$ cat src/rtl/mem_access_seq.sv
// Single-transaction sequencer between the SLC-3 MAR/MDR datapath and the I/O bridge CPU bus.
// Accepts one request, holds the bus for RD_WAIT+1 cycles, then pulses resp_valid.
module mem_access_seq #(
  parameter int unsigned RD_WAIT = 2,
  parameter int unsigned ADDR_W  = 16,
  parameter int unsigned DATA_W  = 16
) (
  input  logic              clk,
  input  logic              reset,
  input  logic              req_valid,
  output logic              req_ready,
  input  logic              req_we,
  input  logic [ADDR_W-1:0] req_addr,
  input  logic [DATA_W-1:0] req_wdata,
  output logic              resp_valid,
  output logic [DATA_W-1:0] resp_rdata,
  output logic              busy,
  output logic [ADDR_W-1:0] mem_addr,
  output logic              mem_ena,
  output logic              mem_wr_ena,
  output logic [DATA_W-1:0] mem_wdata,
  input  logic [DATA_W-1:0] mem_rdata
);

  typedef enum logic [1:0] {IDLE, ACCESS, DONE} state_e;

  state_e              state_q, state_d;
  logic [3:0]          cnt_q, cnt_d;
  logic                we_q, we_d;
  logic [ADDR_W-1:0]   mem_addr_q, mem_addr_d;
  logic [DATA_W-1:0]   mem_wdata_q, mem_wdata_d;
  logic                mem_ena_q, mem_ena_d;
  logic                mem_wr_ena_q, mem_wr_ena_d;
  logic                resp_valid_q, resp_valid_d;
  logic [DATA_W-1:0]   resp_rdata_q, resp_rdata_d;

  always_comb begin
    state_d      = state_q;
    cnt_d        = cnt_q;
    we_d         = we_q;
    mem_addr_d   = mem_addr_q;
    mem_wdata_d  = mem_wdata_q;
    mem_ena_d    = mem_ena_q;
    mem_wr_ena_d = mem_wr_ena_q;
    resp_valid_d = 1'b0;
    resp_rdata_d = resp_rdata_q;
    case (state_q)
      IDLE: begin
        if (req_valid) begin
          state_d      = ACCESS;
          cnt_d        = 4'(RD_WAIT);
          we_d         = req_we;
          mem_addr_d   = req_addr;
          mem_wdata_d  = req_wdata;
          mem_ena_d    = 1'b1;
          mem_wr_ena_d = req_we;
        end
      end
      ACCESS: begin
        // Bus strobes drop on the same edge that raises resp_valid, so DONE never drives the bus.
        if (cnt_q == '0) begin
          state_d      = DONE;
          mem_ena_d    = 1'b0;
          mem_wr_ena_d = 1'b0;
          resp_valid_d = 1'b1;
          if (!we_q) resp_rdata_d = mem_rdata;
        end else begin
          cnt_d = cnt_q - 4'd1;
        end
      end
      DONE: state_d = IDLE;
      default: state_d = IDLE;
    endcase
  end

  always_ff @(posedge clk) begin
    if (reset) begin
      state_q      <= IDLE;
      cnt_q        <= '0;
      we_q         <= 1'b0;
      mem_addr_q   <= '0;
      mem_wdata_q  <= '0;
      mem_ena_q    <= 1'b0;
      mem_wr_ena_q <= 1'b0;
      resp_valid_q <= 1'b0;
      resp_rdata_q <= '0;
    end else begin
      state_q      <= state_d;
      cnt_q        <= cnt_d;
      we_q         <= we_d;
      mem_addr_q   <= mem_addr_d;
      mem_wdata_q  <= mem_wdata_d;
      mem_ena_q    <= mem_ena_d;
      mem_wr_ena_q <= mem_wr_ena_d;
      resp_valid_q <= resp_valid_d;
      resp_rdata_q <= resp_rdata_d;
    end
  end

  assign req_ready  = (state_q == IDLE);
  assign busy       = (state_q != IDLE);
  assign mem_addr   = mem_addr_q;
  assign mem_wdata  = mem_wdata_q;
  assign mem_ena    = mem_ena_q;
  assign mem_wr_ena = mem_wr_ena_q;
  assign resp_valid = resp_valid_q;
  assign resp_rdata = resp_rdata_q;

endmodule

$ cat config.mk
export PLATFORM = sky130hd
export DESIGN_NAME = mem_access_seq
export DESIGN_NICKNAME = d
export VERILOG_FILES = /design/src/rtl/mem_access_seq.sv
export SDC_FILE = /design/constraint.sdc
export NUM_CORES = 1
export LEC_CHECK = 0
export ABC_CLOCK_PERIOD_IN_PS = 3500
export CAP_MARGIN = 20
export CORE_MARGIN = 10
export CORE_UTILIZATION = 44
export DETAILED_ROUTE_END_ITERATION = 8
export GPL_ROUTABILITY_DRIVEN = 0
export PLACE_DENSITY_LB_ADDON = 0.2
export SLEW_MARGIN = 10
export SYNTH_ARGS = -nofsm -noshare
export SYNTH_HDL_FRONTEND = slang
export SYNTH_SLANG_ARGS = --single-unit
$ cat constraint.sdc
create_clock -name clk -period 3.5 [get_ports clk]
set_input_delay 0.7 -clock clk [delete_from_list [all_inputs] [get_ports clk]]
set_output_delay 0.7 -clock clk [all_outputs]
set_load 0.1 [all_outputs]
Word-level counts from Yosys, hierarchy flattened
Index checks and enable logic that the tools add are counted.

Flip-flop bits (word level): 58. Output and inout bits: 53. Logic and storage cells: 38.

Bitwise logic cells: 2. Add/sub/neg operators: 1. Mux-type cells: 12. Equality and inequality tests: 4. Reduce and logical (&&, ||, !) cells: 10.

Operator list (count): AND reduction 3 bit (3); two-way mux 4 bit (2); one-hot mux 4 bit (2 select lines) (1); inequality test 2 bit (second input constant) (3); logical NOT 4 bit (1); two-way mux 1 bit (4); two-way mux 2 bit (2); one-hot mux 1 bit (2 select lines) (2); one-hot mux 2 bit (2 select lines) (1); AND reduction 2 bit (2); nonzero test 2 bit (2); subtractor 4 x 1 -> 4 bit (second input constant) (1); == test 2 x 1 -> 1 bit (second input constant) (1); logical NOT 2 bit (1); NOT 1 bit (2); OR reduction 2 bit (1).

Logic depth before layout (Yosys ltp)
Depth after elaboration: 3. Gate-level depth with buffers: 7.

Least setup slack after synthesis
OpenSTA, ideal clock, no wires.

Path kind: flip-flop to output port. Start: register state_q[0]. End: output port req_ready. Arrival time: 1.653 ns. Stages on the path, launching flop included: 4. Slack: 1.147 ns. Buffers on the path: 1. Cell sequence: dfxtp_1 -> clkbuf_1 -> or2_2 -> inv_1.

Longest elaborated chain between the ends: 1.

Ends and longest elaborated chain: from (decl) (line 27) `state_e state_q, state_d;`; from (signal assigned) (line 88) `state_q <= state_d;`; logical NOT 2 bit (line 100) `assign req_ready = (state_q == IDLE);`; to (decl) (line 11) `output logic req_ready,`.

Every way passes these cells.

Final worst setup path
Start: register mem_addr_q[1], in the netlist mem_addr[1]. End: output port mem_addr[1].

RTL lines: from (decl) (line 30) `logic [ADDR_W-1:0] mem_addr_q, mem_addr_d;`; from (signal assigned) (line 91) `mem_addr_q <= mem_addr_d;`; to (decl) (line 18) `output logic [ADDR_W-1:0] mem_addr,`.

No word-level cell between the ends.

==> results.json <==
{
  "min-delay-start": "mem_addr[14]",
  "p_clk_share_pct": 24.3,
  "num_antenna_cells": 0,
  "startpoint": "mem_addr[1]",
  "pwr_density_cell_nw_per_um2": 618,
  "syn_area_per_cell_sq_um": 8.51,
  "power.internal_mw": 1.25,
  "multi_input_area_sq_um": 966,
  "required_ns": 2.80,
  "cap_violations": 0,
  "final_max_slew_viol_count": 0,
  "stdcell_count": 432,
  "grt_max_degree": 43,
  "synth.area.top_cells": "dfxtp_1 52%, nand2_1 17%, mux2i_1 8.5%, a21oi_1 8.1%, clkbuf_1 2.0%",
  "cts_tree": "built",
  "critPathBufInv": 1,
  "drc": 0,
  "hold_buffers": 0,
  "cts.path.max_buffers": 2,
  "endpoint_kind": "output pin",
  "yosysMostFrequentCell": "nand2_1",
  "status": "completed",
  "postRouteWirelength_mm": 6.30,
  "crit_type": "flop to output pin",
  "core_area_sq_um": 4820,
  "grt_pass1_wl_mm": 9.69,
  "port_buffers": 104,
  "antenna_found_initial": 0,
  "synth_edf_count": 0,
  "p_switching_uw": 884,
  "cts.clk_slew.worst_paths_ns": 0.06,
  "start_util_pct": 46.3,
  "rsz0062_at_grt": "no",
  "grt_use_total_pct": 14.5,
  "seq_area_frac_synth_pct": 52.1,
  "dp.cells": 419,
  "synth_cells": 262,
  "n_fill_cell": 414,
  "cts-buffers-inserted": 9,
  "antenna_left": 0,
  "finalCritPeriodShare_pct": 72.1,
  "die_h_microns": 91.2,
  "cts_setup_buffers": 0,
  "synth_common_cells": "99 x nand2_1, 58 x dfxtp_1, 36 x a21oi_1, 19 x mux2i_1, 12 x clkbuf_1",
  "cts_resized": 0,
  "via_per_inst": 4.80,
  "insertion_delay_ns": 0.33,
  "syn-num-nets": 316,
  "slew-limit-headroom_pct": 32.1,
  "cts_max_level": 3,
  "post-route-min-period_ns": 2.52,
  "hold_class": "flop to flop",
  "async_reset_ff_share_pct": 0,
  "synth_flop_cell": "dfxtp_1",
  "fmax_mhz": 397,
  "dp.final_hpwl_mm": 4.67,
  "num_vias": 2074,
  "wl_per_cell_microns": 14.6,
  "yosys.area.top_type": "dfxtp_1",
  "cts_root_buf": "clkbuf_8",
  "cp.arrival_ns": 1.82,
  "ys_warn_count": 0,
  "path_cells": "clkdlybuf4s50_1",
  "yosysUniqueCellTypes": 30,
  "drt-initial-drc-count": 93,
  "startpoint_type": "flop",
  "fp.dieW_microns": 91.2,
  "critPathMaxStageDelay_ns": 1.16,
  "layout-drive-gt1-share_pct": 6.30,
  "p_seq_share_pct": 36.2,
  "clock-sinks": 58,
  "regArea_sq_um": 1160,
  "firstDrtPassIters": 4,
  "path_max_fanout": 2,
  "synthesis.area_sq_um": 2230,
  "hold_viol": 0,
  "tightest_slew_ns": 1.02,
  "p_sw_share_pct": 41.4,
  "grt_remaining_overflow": 0,
  "path_delay_family": "buffers and inverters",
  "syn_to_final_growth_pct": 54.9,
  "finClkSkew_ns": 0.00497,
  "setup_viol": 0,
  "fin_nets": 417,
  "slowest_stage": "clkdlybuf4s50_1",
  "synth_seq_cells": 58,
  "yosys.area.top_type_share_pct": 52.1,
  "fp-row-count": 25,
  "combinationalPowerShare_pct": 39.6,
  "die_area_sq_um": 8310,
  "grt_pass1_vias": 1967,
  "ios": 105,
  "p_leak_nw": 1.29,
  "vdd_drop_max_v": 0.000402,
  "r2r-start": "cnt_q[0]",
  "tns_ns": 0
}
[kinds of logic after synthesis]
| family | after synthesis | share of synthesized area (%) |
|---|---|---|
| multiplexers | 19 | 8.53 |
| buffers and inverters | 22 | 4.83 |
| AND/OR/NAND/NOR | 120 | 23.6 |
| AO/OA/AOI/OAI | 41 | 9.83 |
| flip-flops | 58 | 52.1 |
| adder cells (fa/ha/maj) | 2 | 1.12 |
[worst register-to-register path, cell delays in order, from the launching register on]
cell	delay, ns
dfxtp_1	0.34
inv_1	0.11
ha_1	0.19
or3b_1	0.49
nor3_4	0.84
mux2i_1	0.29
[path summary, 6_finish.rpt]
check        slack, ns            end  cells after the start
max               0.98    mem_addr[1]                      1
min               0.45   mem_addr[14]                      2
max reg2reg       1.17  resp_rdata[3]                      5
min reg2reg       0.45   mem_addr[14]                      2
[registers in the layout, indices dropped and copies added (netlist names)]
signal,flops
mem_addr,16
mem_ena,1
resp_rdata,16
we_q,1
mem_wdata,16
resp_valid,1
cnt_q,4
state_q,2
mem_wr_ena,1
[placed cells by master, fill, tap and decap left out]
master           count
mux2i_1             19
clkbuf_1             2
and4bb_2             1
or2_2                1
or3b_1               2
a21oi_1             36
clkinv_1             1
nand2_1             99
o21ba_2              1
nor4b_1              1
nand3_1              4
nand2b_1             1
o21bai_1             1
nor3_1               5
o21ai_0              1
or3_2                1
ha_1                 2
dfxtp_1             58
nor2_1               1
nor3b_4              1
clkdlybuf4s50_1    102
buf_4                6
nor3_4               1
o211ai_1             1
or3_1                1
o32ai_1              1
clkbuf_8            11
nand4bb_1            1
inv_1                3
[power by group through the flow]
stage	sequential (mW)	combinational [mW]	clock, mW
5_1_grt	0.780	0.885	0.559
3_3_place_gp	0.781	0.841	0
2_1_floorplan	1.17	0.260	0
3_5_place_dp	0.786	0.848	0
4_1_cts	0.771	0.851	0.529
6_report	0.772	0.844	0.518
[per-stage QoR]
stage               worst slack (ns)  power (mW)  hold slack, ns  area [sq um]  utilization, %
floorplan                       1.15        1.43           0.471          2230               -
CTS                            0.953        2.15           0.453          3450            71.6
global placement               0.981        1.62           0.441          3290            68.3
finish                         0.978        2.13           0.452          3450            71.6
detailed placement             0.944        1.63           0.445          3290            68.3
global route                   0.929        2.22           0.467          3450            71.6
[cell type report]
type / instances / share of cell area [%]
flip-flops and latches: 58 / 33.6
inverters: 4 / 0.435
clock buffers: 13 / 4.60
repair buffers: 108 / 30.9
well taps: 67 / 2.43
multi-input cells: 182 / 28.0
[routing by layer]
metal	vias up	track usage, %	part of all wire [%]
met5	-	0	0
met3	11	8.07	11
met1	928	15.1	41
li1	1060	-	-
met2	75	22.9	47
met4	0	8.36	1.9
Note: power is estimated with default switching activity, not from simulation.
